$ cat src/rtl/onewire_pkg.sv
// Shared definitions for the 1-wire bus master: FSM encoding, register map
// and slot timing tables (in 1 us base ticks).
// Used by onewire_master; no logic of its own.
package onewire_pkg;

    // FSM state encoding
    localparam logic [1:0] ST_IDLE = 2'd0;
    localparam logic [1:0] ST_LOW  = 2'd1;
    localparam logic [1:0] ST_REL  = 2'd2;

    // Register addresses
    localparam logic ADDR_CTRL   = 1'b0;
    localparam logic ADDR_IRQ_EN = 1'b1;

    // CTRL/STATUS bit indices
    localparam int CTRL_DATA = 0;
    localparam int CTRL_RST  = 1;
    localparam int CTRL_PWR  = 2;
    localparam int CTRL_OVD  = 3;
    localparam int CTRL_BUSY = 4;
    localparam int CTRL_PEND = 5;

    typedef logic [9:0] tick_t;

    // Per-slot timing: end of driven-low phase, sample point, end of slot
    typedef struct packed {
        tick_t t_low;
        tick_t t_smp;
        tick_t t_end;
    } slot_timing_t;

    localparam slot_timing_t STD_RESET  = '{10'd480, 10'd550, 10'd960};
    localparam slot_timing_t STD_WRITE0 = '{10'd60,  10'd15,  10'd70};
    localparam slot_timing_t STD_WRITE1 = '{10'd6,   10'd15,  10'd70};

    localparam slot_timing_t OVD_RESET  = '{10'd48,  10'd56,  10'd96};
    localparam slot_timing_t OVD_WRITE0 = '{10'd8,   10'd2,   10'd10};
    localparam slot_timing_t OVD_WRITE1 = '{10'd1,   10'd2,   10'd10};

    // A read slot is a write-1 slot; the sample is taken either way.
    function automatic slot_timing_t std_timing(input logic rst, input logic wbit);
        if (rst)        return STD_RESET;
        else if (!wbit) return STD_WRITE0;
        else            return STD_WRITE1;
    endfunction

    function automatic slot_timing_t ovd_timing(input logic rst, input logic wbit);
        if (rst)        return OVD_RESET;
        else if (!wbit) return OVD_WRITE0;
        else            return OVD_WRITE1;
    endfunction

endpackage

$ cat src/rtl/onewire_if.sv
// Avalon-MM slave bus of the 1-wire master (one address bit, 32-bit data).
// Zero-latency reads: readdata is combinational from address.
// No backpressure: no waitrequest, every access completes in one clock.
interface onewire_if;
    logic        avalon_address;
    logic        avalon_read;
    logic        avalon_write;
    logic [31:0] avalon_writedata;
    logic [31:0] avalon_readdata;
    logic        avalon_interrupt;

    // Peripheral side
    modport slave (
        input  avalon_address,
        input  avalon_read,
        input  avalon_write,
        input  avalon_writedata,
        output avalon_readdata,
        output avalon_interrupt
    );

    // Host side
    modport master (
        output avalon_address,
        output avalon_read,
        output avalon_write,
        output avalon_writedata,
        input  avalon_readdata,
        input  avalon_interrupt
    );
endinterface

$ cat src/rtl/onewire_tick.sv
// Base-tick prescaler: counts 0..DIV-1 and pulses tick for one clock at DIV-1.
// Latency: first tick DIV clocks after clr drops; then one tick every DIV clocks.
// No backpressure; clr holds the count at 0.
// Ports: clk, rst_n (sync, active-low), clr (hold at zero), tick (1-clock pulse).
module onewire_tick #(
    parameter int DIV = 33
) (
    input  logic clk,
    input  logic rst_n,
    input  logic clr,
    output logic tick
);
    localparam int PW = (DIV > 1) ? $clog2(DIV) : 1;

    logic [PW-1:0] pre_q;
    logic [PW-1:0] pre_d;

    always_comb begin
        tick  = !clr && (pre_q == PW'(DIV - 1));
        pre_d = pre_q + PW'(1);
        if (clr || tick) begin
            pre_d = '0;
        end
    end

    always_ff @(posedge clk) begin
        if (!rst_n) begin
            pre_q <= '0;
        end else begin
            pre_q <= pre_d;
        end
    end
endmodule

$ cat src/rtl/onewire_master.sv
// 1-wire bus master with Avalon-MM slave: reset/presence and single-bit slots.
// Latency: a slot takes T_END base ticks (DIV clocks each); reads are zero-latency.
// No backpressure: CTRL writes while busy (including the completion edge) are dropped.
// Ports: clk, rst_n (sync, active-low), avs (Avalon slave bus), owr_e (drive low
// enable), owr_p (strong pullup), owr_i (raw pad input, asynchronous).
// Build option: define ONEWIRE_OVERDRIVE_EN to make CTRL.OVD select overdrive timing.
module onewire_master
    import onewire_pkg::*;
#(
    parameter int DIV = 33,
    parameter int CW  = 10
) (
    input  logic       clk,
    input  logic       rst_n,
    onewire_if.slave   avs,
    output logic       owr_e,
    output logic       owr_p,
    input  logic       owr_i
);

    logic [1:0]    state_q, state_d;
    logic [CW-1:0] cnt_q, cnt_d;
    logic [CW-1:0] cnt_nxt;
    logic          wbit_q, wbit_d;
    logic          rst_q, rst_d;
    logic          pwr_q, pwr_d;
    logic          data_q, data_d;
    logic          pend_q, pend_d;
    logic          irq_en_q, irq_en_d;
    logic          sync1_q, sync1_d;
    logic          sync2_q, sync2_d;

    logic          busy;
    logic          tick;
    logic          ctrl_wr;
    logic          ctrl_rd;
    logic          ovd_rd;
    slot_timing_t  tim;
    logic          unused_wdata;

    assign busy    = (state_q != ST_IDLE);
    assign ctrl_wr = avs.avalon_write && (avs.avalon_address == ADDR_CTRL);
    assign ctrl_rd = avs.avalon_read  && (avs.avalon_address == ADDR_CTRL);

    // Prescaler sits at zero between cycles so every slot starts on a clean tick grid
    onewire_tick #(.DIV(DIV)) u_tick (
        .clk   (clk),
        .rst_n (rst_n),
        .clr   (!busy),
        .tick  (tick)
    );

`ifdef ONEWIRE_OVERDRIVE_EN
    logic ovd_q, ovd_d;

    always_comb begin
        ovd_d = ovd_q;
        if (ctrl_wr && !busy) begin
            ovd_d = avs.avalon_writedata[CTRL_OVD];
        end
    end

    always_ff @(posedge clk) begin
        if (!rst_n) begin
            ovd_q <= 1'b0;
        end else begin
            ovd_q <= ovd_d;
        end
    end

    assign ovd_rd = ovd_q;
    assign tim    = ovd_q ? ovd_timing(rst_q, wbit_q) : std_timing(rst_q, wbit_q);
    assign unused_wdata = ^avs.avalon_writedata[31:4];
`else
    assign ovd_rd = 1'b0;
    assign tim    = std_timing(rst_q, wbit_q);
    assign unused_wdata = ^{avs.avalon_writedata[31:4], avs.avalon_writedata[CTRL_OVD]};
`endif

    always_comb begin
        state_d  = state_q;
        cnt_d    = cnt_q;
        cnt_nxt  = cnt_q + CW'(1);
        wbit_d   = wbit_q;
        rst_d    = rst_q;
        pwr_d    = pwr_q;
        data_d   = data_q;
        pend_d   = pend_q;
        irq_en_d = irq_en_q;
        sync1_d  = owr_i;
        sync2_d  = sync1_q;

        if (avs.avalon_write && (avs.avalon_address == ADDR_IRQ_EN)) begin
            irq_en_d = avs.avalon_writedata[0];
        end

        // Clear first so a completion on the same edge overrides it
        if (ctrl_rd) begin
            pend_d = 1'b0;
        end

        case (state_q)
            ST_IDLE: begin
                if (ctrl_wr) begin
                    state_d = ST_LOW;
                    cnt_d   = '0;
                    wbit_d  = avs.avalon_writedata[CTRL_DATA];
                    rst_d   = avs.avalon_writedata[CTRL_RST];
                    pwr_d   = avs.avalon_writedata[CTRL_PWR];
                end
            end
            ST_LOW, ST_REL: begin
                if (tick) begin
                    cnt_d = cnt_nxt;
                    // Write-0 samples while still driving low, so sampling is not tied to REL
                    if (cnt_nxt == CW'(tim.t_smp)) begin
                        data_d = rst_q ? ~sync2_q : sync2_q;
                    end
                    if ((state_q == ST_LOW) && (cnt_nxt == CW'(tim.t_low))) begin
                        state_d = ST_REL;
                    end
                    if ((state_q == ST_REL) && (cnt_nxt == CW'(tim.t_end))) begin
                        state_d = ST_IDLE;
                        pend_d  = 1'b1;
                    end
                end
            end
            default: begin
                state_d = ST_IDLE;
            end
        endcase
    end

    always_ff @(posedge clk) begin
        if (!rst_n) begin
            state_q  <= ST_IDLE;
            cnt_q    <= '0;
            wbit_q   <= 1'b0;
            rst_q    <= 1'b0;
            pwr_q    <= 1'b0;
            data_q   <= 1'b0;
            pend_q   <= 1'b0;
            irq_en_q <= 1'b0;
            sync1_q  <= 1'b0;
            sync2_q  <= 1'b0;
        end else begin
            state_q  <= state_d;
            cnt_q    <= cnt_d;
            wbit_q   <= wbit_d;
            rst_q    <= rst_d;
            pwr_q    <= pwr_d;
            data_q   <= data_d;
            pend_q   <= pend_d;
            irq_en_q <= irq_en_d;
            sync1_q  <= sync1_d;
            sync2_q  <= sync2_d;
        end
    end

    // Strong pullup only between cycles, so it never fights owr_e
    assign owr_e = (state_q == ST_LOW);
    assign owr_p = pwr_q && (state_q == ST_IDLE);

    assign avs.avalon_interrupt = pend_q && irq_en_q;

    always_comb begin
        if (avs.avalon_address == ADDR_CTRL) begin
            avs.avalon_readdata = {26'd0, pend_q, busy, ovd_rd, pwr_q, 1'b0, data_q};
        end else begin
            avs.avalon_readdata = {31'd0, irq_en_q};
        end
    end

endmodule

$ cat src/flat_wrapper.sv
// flat-port wrapper written by rule: the top's interface ports become plain ports
module onewire_master_flat import onewire_pkg::*;
#(
    parameter int DIV = 33,
    parameter int CW  = 10
)
  (clk, rst_n, owr_e, owr_p, owr_i, avs_avalon_address, avs_avalon_read, avs_avalon_write, avs_avalon_writedata, avs_avalon_readdata, avs_avalon_interrupt);
  onewire_if avs_i ();
  input  logic clk;
  input  logic rst_n;
  output logic owr_e;
  output logic owr_p;
  input  logic owr_i;
  input wire logic [$bits(avs_i.avalon_address)-1:0] avs_avalon_address;
  input wire logic [$bits(avs_i.avalon_read)-1:0] avs_avalon_read;
  input wire logic [$bits(avs_i.avalon_write)-1:0] avs_avalon_write;
  input wire logic [$bits(avs_i.avalon_writedata)-1:0] avs_avalon_writedata;
  output wire logic [$bits(avs_i.avalon_readdata)-1:0] avs_avalon_readdata;
  output wire logic [$bits(avs_i.avalon_interrupt)-1:0] avs_avalon_interrupt;
  assign avs_i.avalon_address = avs_avalon_address;
  assign avs_i.avalon_read = avs_avalon_read;
  assign avs_i.avalon_write = avs_avalon_write;
  assign avs_i.avalon_writedata = avs_avalon_writedata;
  assign avs_avalon_readdata = avs_i.avalon_readdata;
  assign avs_avalon_interrupt = avs_i.avalon_interrupt;
  onewire_master #(.DIV(DIV), .CW(CW)) u_core (.clk(clk), .rst_n(rst_n), .avs(avs_i), .owr_e(owr_e), .owr_p(owr_p), .owr_i(owr_i));
endmodule
$ cat config.mk
export PLATFORM = sky130hd
export DESIGN_NAME = onewire_master_flat
export DESIGN_NICKNAME = d
export VERILOG_FILES = /design/src/rtl/onewire_pkg.sv /design/src/rtl/onewire_if.sv /design/src/rtl/onewire_tick.sv /design/src/rtl/onewire_master.sv /design/src/flat_wrapper.sv
export SDC_FILE = /design/constraint.sdc
export NUM_CORES = 1
export LEC_CHECK = 0
export ABC_AREA = 1
export BUFFER_PORTS_ARGS = -buffer_cell sky130_fd_sc_hd__buf_2
export CAP_MARGIN = 20
export CORE_MARGIN = 5
export CORE_UTILIZATION = 25
export CTS_CLUSTER_SIZE = 24
export DETAILED_ROUTE_END_ITERATION = 7
export GPL_TIMING_DRIVEN = 0
export PLACE_DENSITY_LB_ADDON = 0.15
export SLEW_MARGIN = 20
export SYNTH_ARGS = -nofsm -noshare
export SYNTH_HDL_FRONTEND = slang
export SYNTH_SLANG_ARGS = --single-unit
$ cat constraint.sdc
create_clock -name clk -period 3.15 [get_ports clk]
set_clock_uncertainty 0.05 [all_clocks]
set_input_delay 0 -clock clk [delete_from_list [all_inputs] [get_ports clk]]
set_output_delay 0 -clock clk [all_outputs]
set_load 0.005 [all_outputs]
==> results.txt, run 1 <==
- Synthesized-area fraction occupied by adder cells: 4.42%
* Worst Setup Path Type: flop to flop
* Leading cell types in the layout, fill and taps excluded: 71 x sky130_fd_sc_hd__nand2_1, 44 x sky130_fd_sc_hd__inv_1, 31 x sky130_fd_sc_hd__buf_4, 28 x sky130_fd_sc_hd__conb_1
- The number of setup buffers added after CTS is 0.
- Largest cells by area after synthesis: sky130_fd_sc_hd__dfxtp_1 26%, sky130_fd_sc_hd__nand2_1 13%, sky130_fd_sc_hd__buf_4 12%
- Maximum fanout count along the critical path: 5
- Required time reported for the critical path endpoint: between 3000 and 4000 ps
- The worst setup path is launched from a flop.
- The final route contains 1763 vias.
- In this run the count of I/O pins placed on the die edge is 73.
- Synthesis warning total: 0
- All-layer global routing usage: approximately 9.7%
- Max rail drop VDD: 0.000209 V
- In the routed layout, each cell is associated on average with a via count of 3.88.
- Resize count post-CTS: 0
* HPWL reported at the end of detailed placement: 3.69 mm
* Placer congestion estimate: 0.808
- Crit end category: flop
- Multiplexer share of the synthesized area: 0%
* Insertion delay of the later-clocked pin in the worst-skew pair: 270 ps
* Post-DR wirelength/cell: 10.2 um
* Top cell type's share of synthesized area: 26.3%
- The initial antenna violation count came to 0.
- Cell row count: 32
* Final critical-path required period: 1970 ps
- Post-synthesis share of cell area spent on and, or, nand and nor gates: a little under two fifths
* NumNets Final: approximately 400
- Hold Fails Final Rpt: 0
- Max-cap violations: 0
- Counting along the longest clock path gives a buffer depth of 2.
- Setup violations remaining at the end of the flow were counted as 0.
- Global-route wire length before repair: 7.89 mm
- Htree depth: 1
- Leaving out fill and tap cells, the most frequent cell in the layout is sky130_fd_sc_hd__nand2_1.
- Die Width: 99.0 um
* Final std cells w/o fill: 454
* Buffer cell driving the clock tree root: sky130_fd_sc_hd__clkbuf_8
- IO buf count: 14
- First-iteration detailed-routing DRC count: 67
- For this run, the register share of the synthesized area comes to a little over a quarter.
- Actual transition at the worst max-transition pin: 649 ps
* Synthesized-area fraction occupied by ao, oa, aoi and oai cells: 9.92%
* Die outline height: 99.0 um
* Synth Area in XOR/XNOR: less than 1%
- After detailed routing, the total wire length is 4.64 mm.
* Cell leakage power: 1.14 nW
- Main combinational cell family by area after synthesis: simple AND/OR/NAND/NOR gates
- Worst hold path class: primary input to flop
- Clock transition time at the flip-flop clock pins of the worst setup and hold paths: about 100 ps
* Overflow after GRT: 0
- Count of clock tree sinks: 26
- The average instance in the mapped netlist occupies 6.60 sq um.
- Unique cell type count in the Yosys netlist: 31
- After technology mapping, the gate count stands at 300.
- Effective utilization at floorplan: approximately a quarter
- The region available for standard cell placement spans 0.00773 sq mm.
* Critical path's most frequent cell: sky130_fd_sc_hd__nand2_1
- Relative max-transition margin: a little under three fifths
- Post-synthesis cell area: slightly below 0.002 sq mm
* CP max-delay cell: sky130_fd_sc_hd__dfxtp_1
- First-pass DRT Iterations: 4
- Summed over all instances, the cell type with the most area after synthesis is sky130_fd_sc_hd__dfxtp_1.
- Max-slew violation count: 0
- RSZ-0062 raised after global routing: false
- The via count of the first global-routing pass is about 1.7k.
- From synthesis to final layout, the design area changed by 21.4%.
- The repair_antennas step left the layout with diodes totalling 0.
* Setup_tns: 0 ps
- TritonCTS built the clock tree.
- Total instance count after detailed placement: roughly 440
- The final critical path takes up 62.6% of the cycle.
- Walking the worst path, the cells encountered are ha_1 -> nand3_1 -> inv_1 -> nand2_1 -> nand2_2 -> nand2_1 -> nand2_1 -> nand2_1 -> nor2_1 -> nand3_2 -> nand3_2 -> nand3_1 -> nand2_1 -> nor2_1.
* Routed Antenna Nets: 0
* Largest incremental delay on the critical path: 440 ps
* Maximum number of pins on one net before global-route repair: 15
- Power spread over the standard cell area amounts to 432 mW/mm^2.
- Worst Path Buf+Inv: 1
- For this run, design rule violations remaining after detail routing come to 0.
* Total clock buffers created by CTS: 3
* Arrival time reported for the critical path endpoint: about 2100 ps
* Area of the die: 0.00980 sq mm
* Cell class contributing the biggest share of worst-path delay: simple AND/OR/NAND/NOR gates
- Counting flops and latches in the post-synthesis netlist gives 26.
* Share of cells above drive strength 1: 21.0%
- Status: finished clean
- F_max: a little over 500 MHz
* Count of hold-fix buffers inserted at cts: 7
## worst register-to-register path, delay by kind of cell, from the launching register on
family | cells | cell delay [ps]
AND/OR/NAND/NOR | 12 | 1020
flip-flops | 1 | 440
adder cells (fa/ha/maj) | 1 | 280
buffers and inverters | 1 | 100
## stage by stage
step / setup WS [ps] / area [sq um] / total power [mW] / util, % / hold WS (ps)
6_report: 1180 / 2400 / 1.04 / 31.1 / 54.2
5_1_grt: 895 / 2400 / 1.13 / 31.1 / 79.4
4_1_cts: 1130 / 2400 / 1.07 / 31.1 / 42.7
3_5_place_dp: 1160 / 2280 / 0.820 / 29.5 / 137
3_3_place_gp: 1150 / 2280 / 0.821 / 29.5 / 136
2_1_floorplan: 1420 / 2080 / 0.723 / - / 47.6
## synthesized netlist by cell type (all sizes together)
cell	instances
nor4	2
inv	45
xor2	1
nor2	28
ha	7
nand4	4
a21oi	22
buf	31
a31oi	2
a21boi	1
nor3	4
o21a	1
conb	1
nand3b	1
nand2	79
o21ai	8
o21bai	1
clkbuf	3
nand3	32
or2	1
dfxtp	26
## power breakdown
| group | internal, mW | switching, mW |
|---|---|---|
| logic | 0.160 | 0.272 |
| registers | 0.357 | 0.0219 |
| clock network | 0.112 | 0.116 |
| total | 0.629 | 0.410 |
## cell families (layout without fill, tap and decap cells)
| family | Yosys count | in the layout |
|---|---|---|
| xor+xnor | 1 | 1 |
| simple gates | 151 | 151 |
| other cells | 1 | 28 |
| fa+ha+maj | 7 | 7 |
| compound gates | 35 | 35 |
| flops | 26 | 26 |
| buf+inv | 79 | 104 |
## cell type report
| class | count | area [sq um] |
|---|---|---|
| multi-input cells | 222 | 1140 |
| flip-flops and latches | 26 | 520 |
| fillers | 872 | 5320 |
| clock buffers | 4 | 55.1 |
| inverters | 45 | 169 |
| plain buffers | 34 | 254 |
| well taps | 102 | 128 |
| repair buffers | 21 | 140 |
## state kept, by name, summed over array words and instances (netlist names)
name / flops
u_core.cnt_q: 10
u_core.u_tick.pre_q: 6
u_core.state_q: 2
u_core.data_q: 1
u_core.irq_en_q: 1
u_core.pend_q: 1
u_core.pwr_q: 1
u_core.rst_q: 1
u_core.sync1_q: 1
u_core.sync2_q: 1
u_core.wbit_q: 1
## final timing paths
check / start / to / slack [ps] / cells past startpoint
setup / recovery: u_core.cnt_q[1] / u_core.state_q[1] / 1180 / 14
hold reg to reg: u_core.sync1_q / u_core.sync2_q / 370 / 2
setup reg to reg: u_core.cnt_q[1] / u_core.state_q[1] / 1180 / 14
hold / removal: rst_n / u_core.sync1_q / 50 / 4
## layer usage
metal  vias to the layer above  share of wire [%]  track usage, %
met5                         -                  0               0
met4                         0               0.30            2.21
met3                         2                2.8            1.49
met2                        22                 47            16.0
met1                       752                 50            13.2
li1                        987                  -               -
Power figures use the tool's default switching activity.
==> run 2: changes to the inputs <==
==> constraint.sdc (replaced) <==
create_clock -name clk -period 1.7 [get_ports clk]
set_clock_uncertainty 0.05 [all_clocks]
set_input_delay 0 -clock clk [delete_from_list [all_inputs] [get_ports clk]]
set_output_delay 0 -clock clk [all_outputs]
set_load 0.005 [all_outputs]
==> run 2 against run 1 <==
Compared with the run above:
- the run now ends with negative setup slack left
- design area rose by 12%
- first-iteration DRC count rose by 60%
- sequential power rose by 90%
- wire length rose by 9.2%
- clock power rose by 63%
- critical endpoint is now u_core.state_q[0]
- largest power group unchanged
- highest routed layer unchanged
==> results.txt, run 2 (synthesized netlist as in run 1, its figures left out) <==
- The path class of the tightest hold or removal check is primary input to flop.
* RSZ-0062 raised after global routing: true
* Crit start category: flop
- In this design, the largest share of critical-path delay is due to simple AND/OR/NAND/NOR gates.
- In this run the clock root is driven by a sky130_fd_sc_hd__clkbuf_8.
- Number of antenna violations at the first check in global routing: 0 (unchanged)
* Global-route wire length before repair: 8.20 mm (+3.9%)
* Clock transition time at the flip-flop clock pins of the worst setup and hold paths: 100 ps (about the same)
- F_max: 563 MHz (+11%)
- Placer congestion estimate: 0.845 (+4.6%)
- The flow ran to the end, but the final reports show violations.
* Violated checks: negative setup slack
- Relative max-transition margin: 52.6% (-4.1 points)
- Number of remaining DRC errors: 0 (unchanged)
* Max-cap violations: 0 (unchanged)
- The final critical delay including setup and external delays came to 1780 ps (-196 ps).
- The maximum resistive drop on vdd came to 0.000393 V (+88%).
- The maximum fanout encountered on the critical timing path is 4 (-1).
- The number of buffers added on ports was 14 (unchanged).
- The flip-flop count of the largest register, all copies and words added came to 10 (unchanged).
- First-iteration detailed-routing DRC count: 107 (+60%)
- The setup violation total in the final timing report was 3 (+3).
* Routed Antenna Nets: 0 (unchanged)
- The critical path is of the flop to flop type.
- The routed wire length per instance came to 10.8 um (+6.0%).
- Area occupied by registers: 538 sq um (+3.4%)
- Clock tree from TritonCTS: done
- The maximum single-stage delay on the critical path came to 340 ps (-100 ps).
- The total clock buffers created by CTS came to 3 (unchanged).
- Share of cells above drive strength 1: 36.6% (+16 points)
* Maximum number of pins on one net before global-route repair: 14 (-1)
- First-pass DRT Iterations: 4 (unchanged)
- The routed via count came to 1909 (+8.3%).
- The antenna diode count was 0 (unchanged).
- The die outline height came to 99.0 um (unchanged).
* Clk buf depth: 2 (unchanged)
- The via density per instance was 4.08 (+5.0%).
- Overflow after GRT: 0 (unchanged)
* NumNets Final: 413 (+3.8%)
* Die Width: 99.0 um (unchanged)
- Count of clock tree sinks: 26 (unchanged)
* Register name with the most flops: u_core.cnt_q
- The static leakage power was 1.22 nW (+7.7%).
- The via count of the first global-routing pass is 1815 (+9.4%).
- Portion of the clock cycle consumed by the worst path in the final layout: 105% (+42 points)
- Area growth from synthesis to layout: 35.7%
* All-layer global routing usage: 9.98% (+0.32 points)
* Hold Fails Final Rpt: 0 (unchanged)
- Num ports: 73 (unchanged)
- Total instance count after detailed placement: 443 (unchanged)
* Final std cells w/o fill: 468 (+3.1%)
* Area of the die: 0.00980 sq mm (unchanged)
- Most frequent standard cell in the layout excluding fill and tap cells: sky130_fd_sc_hd__nand2_1
* Arrival time reported for the critical path endpoint: 1900 ps (-200 ps)
- Required time reported for the critical path endpoint: 1830 ps (-1450 ps)
- Worst Path Buf+Inv: 1 (unchanged)
* Critical path cell sequence: inv_1 -> ha_1 -> a21boi_2 -> nand3_1 -> nor2_1 -> nand3_1 -> nor2_1 -> nand3_2 -> nand3_2 -> nand3_1 -> nand2_1 -> nor2_1
* WL final: 5.07 mm (+9.2%)
- Actual transition at the worst max-transition pin: 711 ps (+62.1 ps)
- Power density over the cells: 838 mW/mm^2 (+94%)
- The largest registers in the layout are u_core.cnt_q x10, u_core.u_tick.pre_q x6, u_core.state_q x2.
- The site row count came to 32 (unchanged).
- Setup slack after layout: -77.2 ps (-1250 ps)
* HPWL reported at the end of detailed placement: 3.61 mm (-2.3%)
- Max-slew violation count: 0 (unchanged)
* Insertion delay of the later-clocked pin in the worst-skew pair: 270 ps (about the same)
- CP max-delay cell: sky130_fd_sc_hd__dfxtp_2
- The filler cell count in the final layout came to 848 (-2.8%).
* Leading cell types in the layout, fill and taps excluded: 62 x sky130_fd_sc_hd__nand2_1, 42 x sky130_fd_sc_hd__buf_4, 38 x sky130_fd_sc_hd__inv_1, 28 x sky130_fd_sc_hd__conb_1, 21 x sky130_fd_sc_hd__nand3_1
- The total core area is 0.00773 sq mm (unchanged).
* Multi-input logic area: 0.00129 sq mm (+14%)
- Design Power: 2.25 mW (+120%)
* Crit end category: flop
- Effective utilization at floorplan: 25.6% (unchanged)
- Htree depth: 1 (unchanged)
-- run 2: tightest hold or removal path, cell delays in order --
cell and delay [ps]:
sky130_fd_sc_hd__buf_2 80, sky130_fd_sc_hd__a21oi_1 50, sky130_fd_sc_hd__o21a_1 170
-- run 2: layout make-up --
type                       count  share of cell area (%)
timing repair buffer          35                    9.32
clock buffer                   3                    1.54
tap                          102                    4.75
sequential                    26                    20.0
inverter                      45                    6.29
buffer                        34                    9.88
multi-input combinational    223                    48.2
-- run 2: report_power, final --
part	switching [mW]	internal [mW]	total (mW)
clock network	0.211	0.159	0.371
registers	0.0469	0.672	0.719
logic	0.639	0.521	1.16
total	0.898	1.35	2.25
-- run 2: path summary, 6_finish.rpt --
check | end | depth (start not counted) | from | slack [ps]
worst min register to register | u_core.u_tick.pre_q[0] | 1 | u_core.u_tick.pre_q[0] | 380
worst min-delay path | u_core.pend_q | 3 | avs_avalon_read | 20
worst max-delay path | u_core.state_q[0] | 12 | u_core.state_q[0] | -80
worst max register to register | u_core.state_q[0] | 12 | u_core.state_q[0] | -80
-- run 2: per-stage QoR --
stage	TNS [ps]	setup slack, ps	hold slack (ps)	utilization (%)	cell area, sq um
2_1_floorplan	0	34.5	47.6	-	2080
3_3_place_gp	-3300	-272	138	29.5	2280
3_5_place_dp	-3410	-298	155	29.5	2280
4_1_cts	-346	-46.0	13.3	32.8	2530
5_1_grt	-1130	-194	37.2	34.7	2690
6_report	-211	-77.2	19.7	34.7	2690
-- run 2: metal layers --
layer / share of wire (%) / track usage (%) / vias up
li1: - / - / 1024
met1: 48 / 13.0 / 849
met2: 48 / 17.1 / 32
met3: 3.4 / 1.49 / 4
met4: 1.0 / 2.73 / 0
met5: 0 / 0 / -
-- run 2: repair_timing --
| item | 4_1_cts | 5_1_grt |
|---|---|---|
| cloned | 1 | 0 |
| hold buffers | 6 | 0 |
| gates resized for setup | 28 | 31 |
| endpoints found under the setup margin | 14 | 14 |
| hold endpoints to repair | 5 | 0 |
| pin swaps | 17 | 13 |
| setup buffers | 8 | 7 |
==> run 3: changes to the inputs <==
--- a/config.mk
+++ b/config.mk
@@ -5,10 +5,9 @@
 export SDC_FILE = /design/constraint.sdc
 export NUM_CORES = 1
 export LEC_CHECK = 0
-export ABC_AREA = 1
 export BUFFER_PORTS_ARGS = -buffer_cell sky130_fd_sc_hd__buf_2
 export CAP_MARGIN = 20
-export CORE_MARGIN = 5
+export CORE_MARGIN = 8
 export CORE_UTILIZATION = 25
 export CTS_CLUSTER_SIZE = 24
 export DETAILED_ROUTE_END_ITERATION = 7
==> run 3 against run 2 <==
Compared with the run above:
- the flow still finishes with violations (negative setup slack)
- wire length up 18%
- sequential power down 2.9%
- sequential share of layout area down 2.4 points
- design area up 13%
- final cell count down 3.8%
- clock power up 12%
==> results.txt, run 3 <==
- TritonCTS built the clock tree.
- The layout cell share with drive strength beyond 1 was 38.6% (+1.9 points).
- First-iteration detailed-routing DRC count: 122 (+14%)
- Synthesis warning total: 0 (unchanged)
* Share of synthesized area occupied by flip-flops and latches: 24.9% (-1.4 points)
- The clock-pin slew reported for the worst setup and hold paths after clock tree synthesis is 100 ps (about the same).
* Leading cell types in the layout, fill and taps excluded: 50 x sky130_fd_sc_hd__buf_4, 28 x sky130_fd_sc_hd__conb_1, 20 x sky130_fd_sc_hd__nor2_1, 19 x sky130_fd_sc_hd__nand2_1, 19 x sky130_fd_sc_hd__dfxtp_1
- Cell taking the most area after synthesis: sky130_fd_sc_hd__dfxtp_1
- Floorplan core area: 0.00818 sq mm (+5.8%)
* Max-slew violation count: 0 (unchanged)
- Global-route wire length before repair: 9.70 mm (+18%)
- The total die area came to 0.0115 sq mm (+18%).
- The flip-flop count of the largest register, all copies and words added is 10 (unchanged).
- The maximum fanout encountered on the critical timing path came to 5 (+1).
* Worst hold slack: 3.62 ps (-16.1 ps)
- The setup violation total in the final timing report is 14 (+11).
- The maximum resistive drop on vdd was 0.000467 V (+19%).
* Depth of the worst register-to-register path: 9 (-3)
* Violated checks: negative setup slack
- Area occupied by registers: 534 sq um (-0.70%)
- Total clock buffers created by CTS: 3 (unchanged)
* R2r endpoint: u_core.state_q[1]
- The antenna diode count came to 0 (unchanged).
- The die outline height was 107 um (+8.5%).
- The buffer levels on the longest clock path was 2 (unchanged).
- STA classifies the critical path startpoint as a flop.
- The boundary pin count came to 73 (unchanged).
- Crit end category: flop
- Number of vias after detailed routing: 1977 (+3.6%)
- Commonest cells in the netlist: 31 x sky130_fd_sc_hd__buf_4, 26 x sky130_fd_sc_hd__dfxtp_1, 23 x sky130_fd_sc_hd__nor2_1
* Startpoint of the lowest-slack register-to-register path: u_core.cnt_q[0]
* Number of global-route vias before repair: 1918 (+5.7%)
- Worst hold path class: primary input to flop
- Number of standard cells after synthesis: 265 (-12%)
* Post-DR wirelength/cell: 13.3 um (+23%)
- The placed wire-length estimate is 3.97 mm (+10%).
- The total area of multi-input combinational cells came to 0.00155 sq mm (+19%).
* R2R Setup Slk: -600 ps (-520 ps)
- All-layer global routing usage: 10.3% (+0.34 points)
- The total wirelength of the detailed-routed design was 6.00 mm (+18%).
* Number of remaining DRC errors: 0 (unchanged)
* Maximum number of pins on one net before global-route repair: 15 (+1)
- The tree is rooted in a sky130_fd_sc_hd__clkbuf_8.
- Max-cap violations: 0 (unchanged)
- Most common cell in the synthesized netlist: sky130_fd_sc_hd__buf_4
- RSZ-0062 raised after global routing: true
- The slew of the pin with the lowest slew margin is 628 ps (-83.4 ps).
- Number of antenna violations at the first check in global routing: 0 (unchanged)
- The synthesized area was 0.00209 sq mm (+5.5%).
- IO buf count: 14 (unchanged)
- Setup slack after layout: -602 ps (-525 ps)
- Power density over the cells: 757 mW/mm^2 (-9.7%)
- The path with the worst hold slack has its endpoint at u_core.pend_q.
- The starting utilization of the core area was 25.5% (-0.072 points).
* Largest cells by area after synthesis: sky130_fd_sc_hd__dfxtp_1 25%, sky130_fd_sc_hd__buf_4 11%, sky130_fd_sc_hd__a21oi_1 4.3%
- Among all flip-flop cells after synthesis, the most frequent one is sky130_fd_sc_hd__dfxtp_1.
- Leaving out fill and tap cells, the most frequent cell in the layout is sky130_fd_sc_hd__buf_4.
- Top cell type's share of synthesized area: 24.9% (-1.4 points)
- The count of endpoints failing hold in the final timing report is 0 (unchanged).
- Synth Area per Inst: 7.88 sq um (+19%)
* Total of flip-flops plus latches after synthesis: 26 (unchanged)
* Post-route cell area: 0.00303 sq mm (+13%)
- The count of antenna-violating nets left after detailed routing is 0 (unchanged).
- Worst Setup Path Type: flop to flop
- Asr flop ratio synth: 0% (unchanged)
* Overflow after GRT: 0 (unchanged)
- Portion of the clock cycle consumed by the worst path in the final layout: 135% (+31 points)
* Count of clock tree sinks: 26 (unchanged)
- Die Width: 107 um (+8.5%)
* Placer congestion estimate: 0.772 (-8.6%)
- The distinct cell type count after synthesis came to 51 (+65%).
- The worst slew margin relative to its limit came to 58.1% (+5.6 points).
* Area growth from synthesis to layout: 45.2%
- Number of flops mapped to enable cells by yosys: 0 (unchanged)
* Final-layout fill cell count: 836 (-1.4%)
- Htree depth: 1 (unchanged)
- The number of optimization iterations in the first detailed-route pass came to 5 (+1).
- The run finished, with violations left.
- The area of placed instances was 0.00245 sq mm (+7.6%).
- The worst hold path begins at avs_avalon_read.
- The final critical delay including setup and external delays was 2300 ps (+525 ps).
* Arrival time reported for the critical path endpoint: 2420 ps (+520 ps)
* Cell row count: 33 (+3.1%)
- Register name with the most flops: u_core.cnt_q
- Required time reported for the critical path endpoint: 1820 ps (about the same)
* Insertion delay of the later-clocked pin in the worst-skew pair: 280 ps (about the same)
* NumNets Final: 391 (-5.3%)
- Via density per instance: 4.39 (+7.7%)
* F_max: 434 MHz (-23%)
* Cell leakage power: 1.27 nW (+3.8%)
- Biggest regs: u_core.cnt_q x10, u_core.u_tick.pre_q x6, u_core.state_q x2
- The hold path depth was 4 (+1).
## run 3: cell count changes after synthesis, sizes merged, moves of 7 or more
cell | before | now
xor2 | 1 | 9
nand3 | 32 | 10
o21ai | 8 | 15
xnor2 | 0 | 8
nand2 | 79 | 22
and2 | 0 | 7
inv | 45 | 6
## run 3: cell type report
type | instances | share of cell area (%)
Timing Repair Buffer | 51 | 13.5
Inverter | 7 | 0.867
Sequential cell | 26 | 17.6
Buffer | 42 | 10.9
Tap cell | 105 | 4.33
Multi-Input combinational cell | 215 | 51.0
Clock buffer | 4 | 1.82
## run 3: worst max-delay path by stage
stage,start,endpoint,cells after the start,slack [ps]
finish,u_core.cnt_q[0],u_core.state_q[1],9,-600
global route,u_core.cnt_q[0],u_core.data_q,8,-720
CTS,u_core.cnt_q[1],u_core.data_q,8,-590
detailed placement,u_core.cnt_q[1],u_core.data_q,8,-780
global placement,u_core.cnt_q[1],u_core.data_q,8,-790
floorplan,u_core.cnt_q[1],u_core.data_q,8,-480
## run 3: per-stage QoR
step | setup TNS [ps] | power (mW) | setup WS, ps | std cells | util, %
2_1_floorplan | -1930 | 1.30 | -479 | 292 | -
5_1_grt | -5400 | 2.44 | -722 | 450 | 37.1
3_3_place_gp | -6560 | 1.51 | -791 | 411 | 30.0
4_1_cts | -4020 | 2.19 | -592 | 443 | 35.1
6_report | -4040 | 2.29 | -602 | 450 | 37.1
3_5_place_dp | -5850 | 1.50 | -779 | 411 | 30.0
## run 3: per-layer routing
layer | vias up | global-route usage (%) | wire [um]
met5 | - | 0 | 0
met4 | 0 | 2.97 | 82
met3 | 6 | 1.98 | 269
met2 | 42 | 17.5 | 2940
met1 | 909 | 12.9 | 2700
li1 | 1020 | - | -
## run 3: power by group
part           switching [mW]  internal, mW  total (mW)
Combinational           0.615         0.565        1.18
Clock                   0.208         0.207       0.416
Sequential             0.0396         0.659       0.698
Total                   0.863          1.43        2.29
## run 3: what timing repair did
action                     4_1_cts  5_1_grt
hold buffers                     7        0
cloned                           4        0
gates resized for setup         32       28
setup buffers                   21        8
pin swaps                       12       11
setup endpoints to repair       14       14
hold endpoints to repair         7        0
## run 3: kinds of logic (layout without fill, tap and decap cells)
| family | Yosys count | after routing | share of synthesized area (%) |
|---|---|---|---|
| simple gates | 102 | 103 | 26.7 |
| compound gates | 54 | 54 | 16.9 |
| buf+inv | 52 | 104 | 16.2 |
| mux | 6 | 6 | 2.94 |
| xor+xnor | 17 | 17 | 8.03 |
| other cells | 1 | 28 | 0.180 |
| fa+ha+maj | 7 | 7 | 4.19 |
| flops | 26 | 26 | 24.9 |
## run 3: critical path, stage by stage, from the launching register on
cell and delay, ps:
sky130_fd_sc_hd__dfxtp_2 370, sky130_fd_sc_hd__ha_4 200, sky130_fd_sc_hd__xor2_4 190, sky130_fd_sc_hd__buf_6 130
sky130_fd_sc_hd__mux2i_4 250, sky130_fd_sc_hd__o21a_1 200, sky130_fd_sc_hd__a31oi_4 60, sky130_fd_sc_hd__o41ai_4 330
sky130_fd_sc_hd__o41a_1 210, sky130_fd_sc_hd__a21bo_1 210
